==> config.mk <==
export PLATFORM = sky130hd
export DESIGN_NAME = hazard_ctrl
export DESIGN_NICKNAME = d
export VERILOG_FILES = /design/src/rtl/core_pkg.sv /design/src/rtl/hazard_fwd_sel.sv /design/src/rtl/hazard_ctrl.sv
export SDC_FILE = /design/constraint.sdc
export NUM_CORES = 1
export LEC_CHECK = 0
export CORE_ASPECT_RATIO = 2
export CORE_MARGIN = 10
export CORE_UTILIZATION = 24
export DETAILED_ROUTE_END_ITERATION = 8
export GPL_TIMING_DRIVEN = 0
export PLACE_DENSITY = 0.88
export REMOVE_ABC_BUFFERS = 1
export SLEW_MARGIN = 20
export SYNTH_ARGS = -nofsm -noshare
export SYNTH_HDL_FRONTEND = slang
export SYNTH_SLANG_ARGS = --single-unit
==> constraint.sdc <==
create_clock -name clk -period 2.1 [get_ports clk]
set_input_delay 0.42 -clock clk [delete_from_list [all_inputs] [get_ports clk]]
set_output_delay 0.42 -clock clk [all_outputs]
set_load 0.005 [all_outputs]
==> src/rtl/core_pkg.sv <==
// core_pkg: shared RV32I core types and constants (word type, NOP, forwarding selects, MDU states)
package core_pkg;
   typedef logic [31:0] word_t;
   localparam word_t NOP = 32'h0000_0013;
   typedef enum logic [1:0] {FWD_RF = 2'd0, FWD_M = 2'd1, FWD_W = 2'd2} fwd_sel_t;
   typedef enum logic {RUN = 1'b0, MDU_WAIT = 1'b1} mdu_state_t;
endpackage

==> src/rtl/hazard_fwd_sel.sv <==
// hazard_fwd_sel: picks the E operand source for one rs (in: rs_i, M/W rd + regwrite; out: sel_o), M beats W, x0 never matches
module hazard_fwd_sel
   import core_pkg::*;
(
   input  logic [4:0] rs_i,
   input  logic [4:0] rd_m_i,
   input  logic       regwrite_m_i,
   input  logic [4:0] rd_w_i,
   input  logic       regwrite_w_i,
   output fwd_sel_t   sel_o
);
   logic hit_m, hit_w;
   assign hit_m = regwrite_m_i && rs_i != 5'd0 && rd_m_i == rs_i;
   assign hit_w = regwrite_w_i && rs_i != 5'd0 && rd_w_i == rs_i;
   assign sel_o = hit_m ? FWD_M : hit_w ? FWD_W : FWD_RF;
endmodule

==> src/rtl/hazard_ctrl.sv <==
// hazard_ctrl: 5-stage pipeline stall/flush control, E-stage forwarding selects and MUL/DIV occupancy sequencing (in: decoded D/E/M/W fields, redirect, dmem handshake; out: stall_*, flush_*, fwd_a/fwd_b)
module hazard_ctrl
   import core_pkg::*;
#(
   parameter int MDU_LAT = 4
) (
   input  logic       clk,
   input  logic       rst,
   input  word_t      instr_d,
   input  word_t      instr_e,
   input  logic [4:0] rd_e,
   input  logic       regwrite_e,
   input  logic       load_e,
   input  logic       mdu_op_e,
   input  logic [4:0] rd_m,
   input  logic       regwrite_m,
   input  logic [4:0] rd_w,
   input  logic       regwrite_w,
   input  logic       redirect_e,
   input  logic       dmem_req_m,
   input  logic       dmem_ready,
   output logic       stall_f,
   output logic       stall_d,
   output logic       stall_e,
   output logic       stall_m,
   output logic       flush_d,
   output logic       flush_e,
   output logic       flush_m,
   output logic       flush_w,
   output fwd_sel_t   fwd_a,
   output fwd_sel_t   fwd_b
);
   localparam int CW = $clog2(MDU_LAT + 1);
   mdu_state_t state_q, state_d;
   logic [CW-1:0] cnt_q, cnt_d;
   fwd_sel_t sel_a, sel_b;
   logic [4:0] rs1_d, rs2_d;
   logic load_use, mdu_busy, dmem_wait, redir;
   logic unused_bits;
   assign unused_bits = ^{instr_d[31:25], instr_d[14:0], instr_e[31:25], instr_e[14:0]};
   assign rs1_d = instr_d[19:15];
   assign rs2_d = instr_d[24:20];
   hazard_fwd_sel u_fwd_a (.rs_i(instr_e[19:15]), .rd_m_i(rd_m), .regwrite_m_i(regwrite_m), .rd_w_i(rd_w), .regwrite_w_i(regwrite_w), .sel_o(sel_a));
   hazard_fwd_sel u_fwd_b (.rs_i(instr_e[24:20]), .rd_m_i(rd_m), .regwrite_m_i(regwrite_m), .rd_w_i(rd_w), .regwrite_w_i(regwrite_w), .sel_o(sel_b));
   assign load_use = load_e && regwrite_e && rd_e != 5'd0 && (rd_e == rs1_d || rd_e == rs2_d);
   // The cnt==0 WAIT cycle is the MUL's last E cycle: no stall, and no retrigger while it is still in E.
   assign mdu_busy = state_q == RUN ? (mdu_op_e && MDU_LAT > 1) : cnt_q != '0;
   assign dmem_wait = dmem_req_m && !dmem_ready;
   // E holds the MUL/DIV throughout WAIT, so a redirect then is spurious.
   assign redir = redirect_e && state_q == RUN;
   // Dmem wait freezes F..M, so no flush may destroy a held stage.
   assign stall_f = !rst && (dmem_wait || mdu_busy || (load_use && !redir));
   assign stall_d = stall_f;
   assign stall_e = !rst && (dmem_wait || mdu_busy);
   assign stall_m = !rst && dmem_wait;
   assign flush_d = rst || (!dmem_wait && redir);
   assign flush_e = rst || (!dmem_wait && (redir || load_use));
   assign flush_m = rst || (!dmem_wait && mdu_busy);
   assign flush_w = rst || dmem_wait;
   assign fwd_a = rst ? FWD_RF : sel_a;
   assign fwd_b = rst ? FWD_RF : sel_b;
   always_comb begin
      state_d = state_q;
      cnt_d = cnt_q;
      if (rst) begin
         state_d = RUN;
         cnt_d = '0;
      end else if (state_q == RUN) begin
         if (mdu_op_e && MDU_LAT > 1) begin
            state_d = MDU_WAIT;
            cnt_d = CW'(MDU_LAT - 2);
         end
      end else if (cnt_q == '0) begin
         state_d = RUN;
      end else begin
         cnt_d = cnt_q - CW'(1);
      end
   end
   always_ff @(posedge clk) begin
      state_q <= state_d;
      cnt_q <= cnt_d;
   end
endmodule
==> results by group <==
Status
  • Status: finished with violations
  • Failing checks: negative setup slack

STA
  • Max_slew headroom: 80.5%
  • Final worst-path cycle share: 101%
  • Slew @ Worst Pin: just under 300 ps
  • Setup violators final: 1
  • Hold slack: 477 ps
  • Unrepaired setup endpoints after global routing: yes
  • Clock skew: between 0.6 and 0.7 ps
  • Hold Vio Cnt, Final: 0
  • Achievable clock frequency: 0.470 GHz
  • Setup tns final: -26.0 ps
  • Min Tclk post-route: 2130 ps
  • Final WS setup: -26.0 ps
  • Max Transition Viols Final: 0

Synthesis
  • Cell with the most instances after synthesis: xnor2_1
  • Mapped Cells: 90
  • Warnings, synthesis: 0
  • Sequential area share after synthesis: between 10% and 20%
  • Yosys reg bits: 4
  • Synth area leaders: xnor2_1 (20%), xor2_1 (17%), dfxtp_1 (11%), nor4_2 (7.1%), nor2_1 (5.3%)
  • Syn avg cell area: slightly below 8 um2
  • Library cells used by synthesis: 23
  • Share of the synthesized area in the top cell type: 19.9%
  • Ys async rst share: 0%
  • Most frequent cells after synthesis: xnor2_1 (16), xor2_1 (14), nor2_1 (10)
  • Mapped cell area: around 700 um2
  • Post-synth top flop: dfxtp_1
  • Dominant cell type by area after synthesis: xnor2_1
  • Post-synth EDFFs: 0

Worst setup path
  • Crit path largest cell delay: 530 ps
  • WP data arrival: approximately 1700 ps
  • Reg2Reg Depth: 8
  • Data required time of the worst path: 1680 ps
  • Critical path type: in -> out
  • Max FO, Critical Path: 3
  • RR Endpoint: cnt_q[1]$_SDFFE_PP0P_
  • Delay-heaviest family, CP: simple AND/OR/NAND/NOR gates
  • Buf/Inv on CP: 3
  • Crit path top cell by count: nor4_2
  • Setup crit end kind: primary output
  • Launching point of the worst reg2reg path: cnt_q[1]$_SDFFE_PP0P_
  • Max stage delay cell, worst path: or4_4
  • Flop-to-flop setup slack: around 630 ps
  • CP startpoint kind: input port
  • Critical-path cell list: buf_6 > or4_4 > nor2_4 > nor4_2 > buf_4 > nor4_2 > buf_2

Clocking
  • TritonCTS buffer count: 3
  • Clock Root Buffer: clkbuf_8
  • CTS Sinks: 4
  • Max clock buf depth: 2
  • Clock slew at reported path FFs: ~30 ps
  • CTS tree: done
  • Clk Latency, worst-skew pair: 210 ps
  • H-Tree Depth: 1

Drt
  • Antenna-violating nets left: 0
  • Avg WL per Cell: 15.8 um
  • Via count: 900
  • Via/cell ratio: 4.86
  • DRT iter0 DRCs: 2
  • # DRC: 0
  • Drt total wl: 2930 um
  • Initial DRT Pass Iterations: 4

Die
  • DIE HEIGHT: 96.6 um
  • Boundary pin count: 101
  • Core area: 0.00277 mm2
  • Starting density of the core: roughly a quarter
  • Die Area: around 0.0056 mm2
  • Die width: 58.3 um
  • Row Count: 27

Global routing
  • First-pass GRT wire length: around 4500 um
  • GR Overflow Total: 0
  • GRT Total Usage: between 10 and 15%
  • Largest net degree at the start of global routing: 13
  • Vias in the first global route: 1006
  • Initial antenna violation count: 0

Placed design
  • Hpwl dp: 2480 um
  • Port bufs: 56
  • Placer Congestion: 0.787
  • Cell total after placement: around 170

Flow run
  • Maxcap violations: 0

Finish
  • Nets: 249
  • FILL cells: 258
  • Non-filler cells, final: 185
  • Diodes inserted: 0
  • Share of layout cells above drive strength 1: 33.3%
  • Layout area overhead: 96.1%
  • Multi-input gate area: 657 um2
  • Sequential cell area: 81.3 um2

Hold path
  • Worst Hold Class: reg -> reg
  • Min-delay src: cnt_q[2]$_SDFFE_PP0P_
  • Hold Crit Endpoint: cnt_q[2]$_SDFFE_PP0P_
  • Hold Crit Depth: 2

Power and ir drop
  • Worst IR Drop VDD: 242 uV
  • Leakage power: about 0.60 nW
  • Sw Ratio: between 20% and 30%
  • Power density over cell area: 361 mW/mm2
  • Sequential power share: 17.2%
  • Comb pwr share: approximately 51%
  • NetSw: 0.149 mW
  • Internal power: 0.349 mW
  • Clock power share: 32.2%
[worst min-delay path: stages, from the launching register on]
cell and delay [ps]:
dfxtp_1 310, a21oi_1 60, nor2_1 70
[layout by cell type (no fill, tap or decap), types with 2 or more instances in the layout]
master	netlist	routed
clkbuf_8	0	3
a21oi_1	5	2
dlymetal6s2s_1	0	4
clkdlybuf4s50_1	0	20
dfxtp_1	4	3
nand2b_1	3	2
nor2_1	10	9
nand2_1	3	3
buf_2	0	12
xor2_1	14	14
buf_4	1	10
clkdlybuf4s15_1	0	2
inv_1	5	5
nor4_2	4	4
or4_4	2	2
nor3_1	3	2
nand4_1	5	5
nor2_4	2	2
a21oi_2	0	2
nor2b_1	4	2
clkbuf_2	0	5
dlygate4sd2_1	0	10
xnor2_1	16	16
[metrics by stage]
stage	area (um2)	util, %	setup WS [ps]	total power, mW
after floorplan	692	-	298	0.178
after CTS	1380	49.7	-71.3	0.499
after detailed placement	1290	46.5	-776	0.328
after global routing	1380	49.8	-69.9	0.532
final	1380	49.8	-26.0	0.497
after global placement	1290	46.5	-749	0.322
[area by class of cell]
cell class / instances / area share (%)
multi-input cells: 79 / 47.6
inverters: 5 / 1.36
well taps: 29 / 2.63
flip-flops and latches: 4 / 5.90
repair buffers: 65 / 39.5
clock buffers: 3 / 2.99
[what timing repair did]
item / CTS / global route
resized for setup: 87 / 25
setup endpoints to repair: 12 / 9
hold buffers: 0 / 0
setup buffers: 7 / 2
pin swaps: 10 / 16
gates cloned: 0 / 0
hold endpoints to repair: 0 / 0
[worst max path at each step]
stage / start / to / slack (ps) / cells after the start
after floorplan: instr_e[16] / fwd_a[1] / 300 / 4
after global placement: instr_e[22] / fwd_b[1] / -750 / 6
after detailed placement: instr_e[22] / fwd_b[1] / -780 / 6
after CTS: instr_e[19] / fwd_a[1] / -70 / 7
after global routing: instr_e[17] / fwd_a[1] / -70 / 7
final: instr_e[17] / fwd_a[1] / -30 / 7
[state kept, by name, summed over array words and instances (netlist names)]
signal and cells:
cnt_q 3, state_q 1
[power by group through the flow]
stage               clock network [mW]  logic [mW]  registers, mW
floorplan                            0      0.0930         0.0852
global placement                     0       0.236         0.0856
detailed placement                   0       0.242         0.0859
CTS                              0.167       0.247         0.0853
global route                     0.173       0.273         0.0860
finish                           0.160       0.252         0.0854
[per-layer routing]
metal	global-route usage, %	up-vias	share of wire [%]
met5	0	-	0
li1	-	444	-
met4	3.54	0	0.44
met2	19.9	58	52
met3	6.01	2	13
met1	8.04	396	35
[cells by family (layout without fill, tap and decap cells)]
family,after synthesis,in the layout,share of synthesized area [%]
fa+ha+maj,2,2,3.56
compound gates,10,10,8.90
buf+inv,7,73,4.27
xor+xnor,30,30,37.4
simple gates,37,37,34.5
flops,4,4,11.4
Power figures use the tool's default switching activity.
